`config.mk`:
```
export PLATFORM = sky130hd
export DESIGN_NAME = ram_rr_arbiter
export DESIGN_NICKNAME = d
export VERILOG_FILES = /design/src/rtl/ram_rr_arbiter.sv
export SDC_FILE = /design/constraint.sdc
export NUM_CORES = 1
export LEC_CHECK = 0
export ABC_CLOCK_PERIOD_IN_PS = 2000
export CAP_MARGIN = 10
export CORE_AREA = 3 3 156 158
export CTS_BUF_LIST = sky130_fd_sc_hd__clkbuf_4
export DETAILED_ROUTE_END_ITERATION = 16
export DIE_AREA = 0 0 159 161
export PLACE_DENSITY = 0.49
export SYNTH_ARGS = -nofsm -noshare
export SYNTH_HDL_FRONTEND = slang
export SYNTH_SLANG_ARGS = --single-unit
```
`constraint.sdc`:
```
create_clock -name CLK -period 2 [get_ports CLK]
set_input_delay 0.4 -clock CLK [delete_from_list [all_inputs] [get_ports CLK]]
set_output_delay 0.4 -clock CLK [all_outputs]
set_load 0.02 [all_outputs]
```
`src/rtl/ram_rr_arbiter.sv`:
```
// ram_rr_arbiter: shares one RAM port between REQS cache-side requesters.
// A round-robin pointer picks the next requester while IDLE. The grant is
// held across multi-beat transfers. It is released when the owner stops
// requesting, or when the owner has used MAX_BEATS ACCESS beats while
// another requester is waiting.
//
// Handshake: a requester holds req_ren/req_wen (with address/data) stable
// until it sees req_wait low. A low req_wait means this cycle's RAM beat
// completes. req_wait is low only for the granted requester, and only in
// a cycle where ramstate reports ACCESS.
module ram_rr_arbiter #(
  parameter int REQS      = 4,
  parameter int ADDR_W    = 32,
  parameter int DATA_W    = 32,
  parameter int MAX_BEATS = 8
) (
  input  logic                      CLK,
  input  logic                      nRST,
  input  logic [REQS-1:0]           req_ren,
  input  logic [REQS-1:0]           req_wen,
  input  logic [REQS*ADDR_W-1:0]    req_addr,
  input  logic [REQS*DATA_W-1:0]    req_store,
  output logic [DATA_W-1:0]         req_load,
  output logic [REQS-1:0]           req_wait,
  output logic [ADDR_W-1:0]         ramaddr,
  output logic [DATA_W-1:0]         ramstore,
  output logic                      ramREN,
  output logic                      ramWEN,
  input  logic [DATA_W-1:0]         ramload,
  input  logic [1:0]                ramstate,
  output logic                      grant_valid,
  output logic [$clog2(REQS)-1:0]   grant_id
);

  localparam int ID_W  = $clog2(REQS);
  localparam int CNT_W = $clog2(MAX_BEATS + 1);

  localparam logic [1:0]       RS_ACCESS = 2'd2;
  localparam logic [ID_W:0]    REQS_EXT  = (ID_W+1)'(REQS);
  localparam logic [CNT_W:0]   MAX_EXT   = (CNT_W+1)'(MAX_BEATS);
  localparam logic [CNT_W-1:0] MAX_CNT   = CNT_W'(MAX_BEATS);

  typedef enum logic {
    ST_IDLE  = 1'b0,
    ST_GRANT = 1'b1
  } state_e;

  state_e           state_q,    state_d;
  logic [ID_W-1:0]  rr_ptr_q,   rr_ptr_d;
  logic [ID_W-1:0]  grant_id_q, grant_id_d;
  logic [CNT_W-1:0] beat_cnt_q, beat_cnt_d;

  logic [REQS-1:0]   req_act;
  logic [2*REQS-1:0] act_dbl;
  logic [REQS-1:0]   act_rot;
  logic [ID_W-1:0]   pick_off;
  logic [ID_W:0]     pick_sum;
  logic              pick_found;
  logic [ID_W-1:0]   win_id;

  logic              in_grant;
  logic              act_g;
  logic              others_act;
  logic              access_beat;
  logic [CNT_W:0]    beat_next;
  logic              cap_hit;
  logic              force_rel;
  logic [ID_W:0]     ptr_sum;
  logic [ID_W-1:0]   ptr_after;

  // Round-robin pick: rotate the active vector so rr_ptr sits at bit 0,
  // take the lowest set bit, then map the offset back to an index.
  always_comb begin
    req_act    = req_ren | req_wen;
    act_dbl    = {req_act, req_act} >> rr_ptr_q;
    act_rot    = act_dbl[REQS-1:0];
    pick_found = |act_rot;
    pick_off   = '0;
    for (int k = REQS - 1; k >= 0; k--) begin
      if (act_rot[k]) begin
        pick_off = ID_W'(k);
      end
    end
    pick_sum = {1'b0, rr_ptr_q} + {1'b0, pick_off};
    if (pick_sum >= REQS_EXT) begin
      pick_sum = pick_sum - REQS_EXT;
    end
    win_id = pick_sum[ID_W-1:0];
  end

  // Grant bookkeeping: owner activity, beat accounting, forced release
  // and the pointer value used after the grant ends.
  always_comb begin
    in_grant    = (state_q == ST_GRANT);
    act_g       = req_act[grant_id_q];
    others_act  = |(req_act & ~(REQS'(1) << grant_id_q));
    access_beat = in_grant && (ramstate == RS_ACCESS) && act_g;
    beat_next   = {1'b0, beat_cnt_q} + (CNT_W+1)'(1);
    cap_hit     = (beat_next >= MAX_EXT);
    force_rel   = access_beat && cap_hit && others_act;
    ptr_sum     = {1'b0, grant_id_q} + (ID_W+1)'(1);
    if (ptr_sum >= REQS_EXT) begin
      ptr_sum = '0;
    end
    ptr_after = ptr_sum[ID_W-1:0];
  end

  // Next-state logic for the IDLE/GRANT controller.
  always_comb begin
    state_d    = state_q;
    rr_ptr_d   = rr_ptr_q;
    grant_id_d = grant_id_q;
    beat_cnt_d = beat_cnt_q;
    case (state_q)
      ST_IDLE: begin
        if (pick_found) begin
          grant_id_d = win_id;
          beat_cnt_d = '0;
          state_d    = ST_GRANT;
        end
      end
      ST_GRANT: begin
        // The count saturates so an uncontended owner can stream forever.
        if (access_beat) begin
          beat_cnt_d = cap_hit ? MAX_CNT : beat_next[CNT_W-1:0];
        end
        // The beat in a forced-release cycle still completes; only the
        // grant is dropped at the edge.
        if (!act_g || force_rel) begin
          state_d  = ST_IDLE;
          rr_ptr_d = ptr_after;
        end
      end
      default: begin
        state_d = ST_IDLE;
      end
    endcase
  end

  // Controller state registers with synchronous active-low reset.
  always_ff @(posedge CLK) begin
    if (!nRST) begin
      state_q    <= ST_IDLE;
      rr_ptr_q   <= '0;
      grant_id_q <= '0;
      beat_cnt_q <= '0;
    end else begin
      state_q    <= state_d;
      rr_ptr_q   <= rr_ptr_d;
      grant_id_q <= grant_id_d;
      beat_cnt_q <= beat_cnt_d;
    end
  end

  // RAM-side and requester-side outputs. All values are quiet while IDLE.
  // While granted, the owner's request is steered to the RAM. A write wins
  // when both enables are set.
  always_comb begin
    grant_valid = in_grant;
    grant_id    = '0;
    ramaddr     = '0;
    ramstore    = '0;
    ramREN      = 1'b0;
    ramWEN      = 1'b0;
    req_load    = '0;
    req_wait    = '1;
    if (in_grant) begin
      grant_id = grant_id_q;
      ramaddr  = req_addr[grant_id_q*ADDR_W +: ADDR_W];
      ramstore = req_store[grant_id_q*DATA_W +: DATA_W];
      if (req_wen[grant_id_q]) begin
        ramWEN = 1'b1;
      end else begin
        ramREN = req_ren[grant_id_q];
      end
      req_load = ramload;
      if (ramstate == RS_ACCESS) begin
        req_wait[grant_id_q] = 1'b0;
      end
    end
  end

endmodule

```
==> reports/qor.yml, run 1 <==
status:
  status: "complete, but fails checks"
  violated_checks: "negative setup slack"
pwr:
  power.share.clock_pct: 5.3
  cell_internal_pwr_mw: 1.80
  leakage_nw: 3.27
  max-vdd-ir-drop_mv: 0.121
  total_power_mw: 2.78
  power.share.combinational_pct: 87.2
  power.switching_mw: 0.978
  power_density_nw_per_um2: 334
  power_frac_seq_pct: 7.5
  sw_frac_of_total_pct: 35.2
global_route:
  grt.total_usage_pct: 15.7
  maximum_number_of_pins_on_one_net_before_global_route_repair: 44
  use_met1_pct: 18.6
  grt_pass1_wl_um: 31300
  vias_in_the_first_global_route: 4824
  busiest_layer: "met2"
  gr-usage-met3_pct: 3.21
  global_route.overflow_total: 0
  grt_use_met2_pct: 30.3
  antenna_found_initial: 1
critical_path:
  worst-r2r-cell-count: 9
  timing.rr.start: "grant_id_q[0]"
  worstReg2RegEnd: "rr_ptr_q[0]"
  crit_required_ps: 1600
  cp-start-kind: "register"
  flop2flop_setup_slack_ps: 100
  worst-endpoint-arrival_ps: 1770
  worstSetupStartpoint: "grant_id_q[0]"
  critPathCapture: "ramstore[29]"
  path_max_fanout: 6
  crit_path_end_kind: "output pin"
  crit_type: "reg -> out"
cts:
  cts_num_sinks: 9
  worstSkewPairLatency_ps: 270
  cts_root_buf: "clkbuf_4"
  cts_buffer_depth: 2
  tritoncts.num_buffers: 3
  ctsHtreeMaxLevel: 1
  total_of_hold_buffers_inserted_after_clock_tree_synthesis: 0
  worst_setup_hold_path_clk_slew_ps: 80
  tritoncts: "done"
sta:
  finalSetupViolations: 66
  worst_pin_slew_ps: 480
  drv_slew: 0
  grt_setup_unrepaired: "true"
  crit_share_post_route_pct: 109
  layout_setup_ws_ps: -173
  finalHoldViolCount: 0
  finalWorstPathRequiredPeriod_ps: 2170
  max_clock_freq_mhz: 460
  slew-limit-headroom_pct: 67.5
  timing.setup.tns_ps: -8450
  timing.clock.skew_ps: 11.4
place:
  hpwlAfterDp_um: 17500
  gp_congestion: 0.873
  port_buffers: 404
  dpl_worst_slack_ps: -728
synth:
  dominant_combinational_cell_family_by_area_after_synthesis: "multiplexers"
  synthesized_area_fraction_occupied_by_ao_oa_aoi_and_oai_cells_pct: 6.95
  yosys.area_share.xor_xnor_pct: 0
  sequential_element_share_of_the_synthesized_area_pct: 5.89
  asyncSetResetFlopFracSynth_pct: 0
  yosys_warning_total: 0
  synthSimpleGateAreaFrac_pct: 28.3
  synth_adder_area_share_pct: 2.86
  post_synth.cell_area_avg_um2: 10.6
  muxShareOfSynthArea_pct: 51.5
  synth_enable_flop_cells: 0
  ys_types: 46
  synth_cells: 290
  postSynthRegisterBits: 9
  postSynth.topFlopCell: "dfxtp_1"
  syn-cell-area_um2: 3060
  mappedNetlistNets: 597
die:
  initial_core_utilization_pct: 13.2
  dieHeight_um: 161
  die_x_um: 159
  row_count: 56
  dieArea_um2: 25600
  floorplan.core_area_um2: 23300
  io_pins: 405
job:
  timing.max_cap.violations: 0
finish:
  leading_cell_types_in_the_layout_fill_and_taps_excluded: "clkdlybuf4s50_1 (291), mux4_2 (68), buf_6 (65)"
  ff_latch_area_um2: 191
  finish.net_count: 1032
  n_fill_cell: 2367
  diodes: 0
  final_core_utilization_pct: 35.8
  post_route_cells_drive_above_1_share_pct: 39.0
  syn_to_final_growth_pct: 172
  layout.cells.most_common: "clkdlybuf4s50_1"
  multi_input_area_um2: 2940
route:
  route.vias.total: 4389
  viasPerCell: 4.21
  drtPass1Iterations: 5
  drc_errors_left: 0
  finalWirelength_um: 21900
  first_iter_violations: 192
  wire_per_inst_um: 21.0
  final_antenna_net_count: 0
hold_path:
  worst_hold_path_type: "reg -> reg"
-- cells in the mapped netlist, types with 2 or more instances --
cell type	n	share of area, %
nand2_1	15	1.8
mux2i_1	4	1.3
inv_1	2	0.25
buf_2	15	2.5
a311oi_1	2	0.57
nor3_1	2	0.33
o21bai_1	3	0.74
ha_1	7	2.9
mux4_2	67	49
or2_1	3	0.61
nand3_1	3	0.49
nor2_1	9	1.1
nor4_2	2	0.82
dfxtp_1	9	5.9
nand3b_1	2	0.49
and2_1	98	20
clkbuf_1	14	1.7
o211ai_1	2	0.49
o21ai_0	3	0.49
a21boi_1	2	0.49
-- worst max-delay path, cell delays in order, from the launching register on --
cell,delay [ps]
dfxtp_4,400
buf_12,140
buf_12,130
mux4_2,540
and2_4,160
buf_6,120
-- area by class of cell --
class                   instances  share of cell area (%)
clock inverters                 1                  0.0601
clock buffers                   3                   0.271
well taps                     319                    4.80
flip-flops and latches          9                    2.30
inverters                       3                   0.135
multi-input cells             249                    35.3
repair buffers                459                    57.1
-- stage by stage --
stage | hold slack, ps | std cells | cell area (um2)
5_1_grt | 590 | 1043 | 8320
3_3_place_gp | 490 | 1018 | 7740
3_5_place_dp | 534 | 1018 | 7740
6_report | 541 | 1043 | 8320
4_1_cts | 550 | 1037 | 8240
2_1_floorplan | 480 | 290 | 3060
-- power by group through the flow --
stage	registers, mW	logic [mW]	clock network [mW]
global placement	0.213	2.10	0
floorplan	0.203	0.926	0
detailed placement	0.213	2.12	0
CTS	0.211	2.42	0.153
global route	0.212	2.57	0.166
finish	0.210	2.43	0.147
-- cell families after synthesis --
group / after synthesis
fa+ha+maj: 7
mux: 72
compound gates: 27
simple gates: 143
buf+inv: 32
flops: 9
-- worst min-delay path by stage --
stage,slack (ps),start,depth (start not counted),to
5_1_grt,590,beat_cnt_q[3],2,beat_cnt_q[3]
3_3_place_gp,490,beat_cnt_q[1],2,beat_cnt_q[1]
4_1_cts,550,beat_cnt_q[1],2,beat_cnt_q[1]
2_1_floorplan,480,beat_cnt_q[1],2,beat_cnt_q[1]
3_5_place_dp,530,beat_cnt_q[1],2,beat_cnt_q[1]
6_report,540,beat_cnt_q[1],2,beat_cnt_q[1]
-- metal layers --
metal	up-vias	part of all wire, %
li1	1994	-
met1	2157	39
met2	222	54
met3	14	6.3
met4	2	0.69
met5	-	0.059
-- timing repair --
| action | in CTS | in global routing |
|---|---|---|
| resized for setup | 505 | 30 |
| endpoints found under the setup margin | 109 | 75 |
| setup buffers | 7 | 6 |
| gates cloned | 8 | 2 |
| endpoints found under the hold margin | 0 | 0 |
| pin swaps | 18 | 8 |
-- flip-flops by register name (all words and copies together), names as in the netlist --
name         flops
grant_id_q       2
rr_ptr_q         2
beat_cnt_q       4
grant_valid      1
(Power assumes the default switching activity.)
==> inputs of run 2 (changes only) <==
CTS_CLUSTER_DIAMETER = 120   (was not set)
==> results of run 2 <==
Final layout, timing and power as in run 1 (identical DEF).
==> inputs of run 3 (changes only) <==
SLEW_MARGIN = 20   (was not set)
==> results of run 3 <==
Final layout, timing and power as in run 1 (identical DEF).
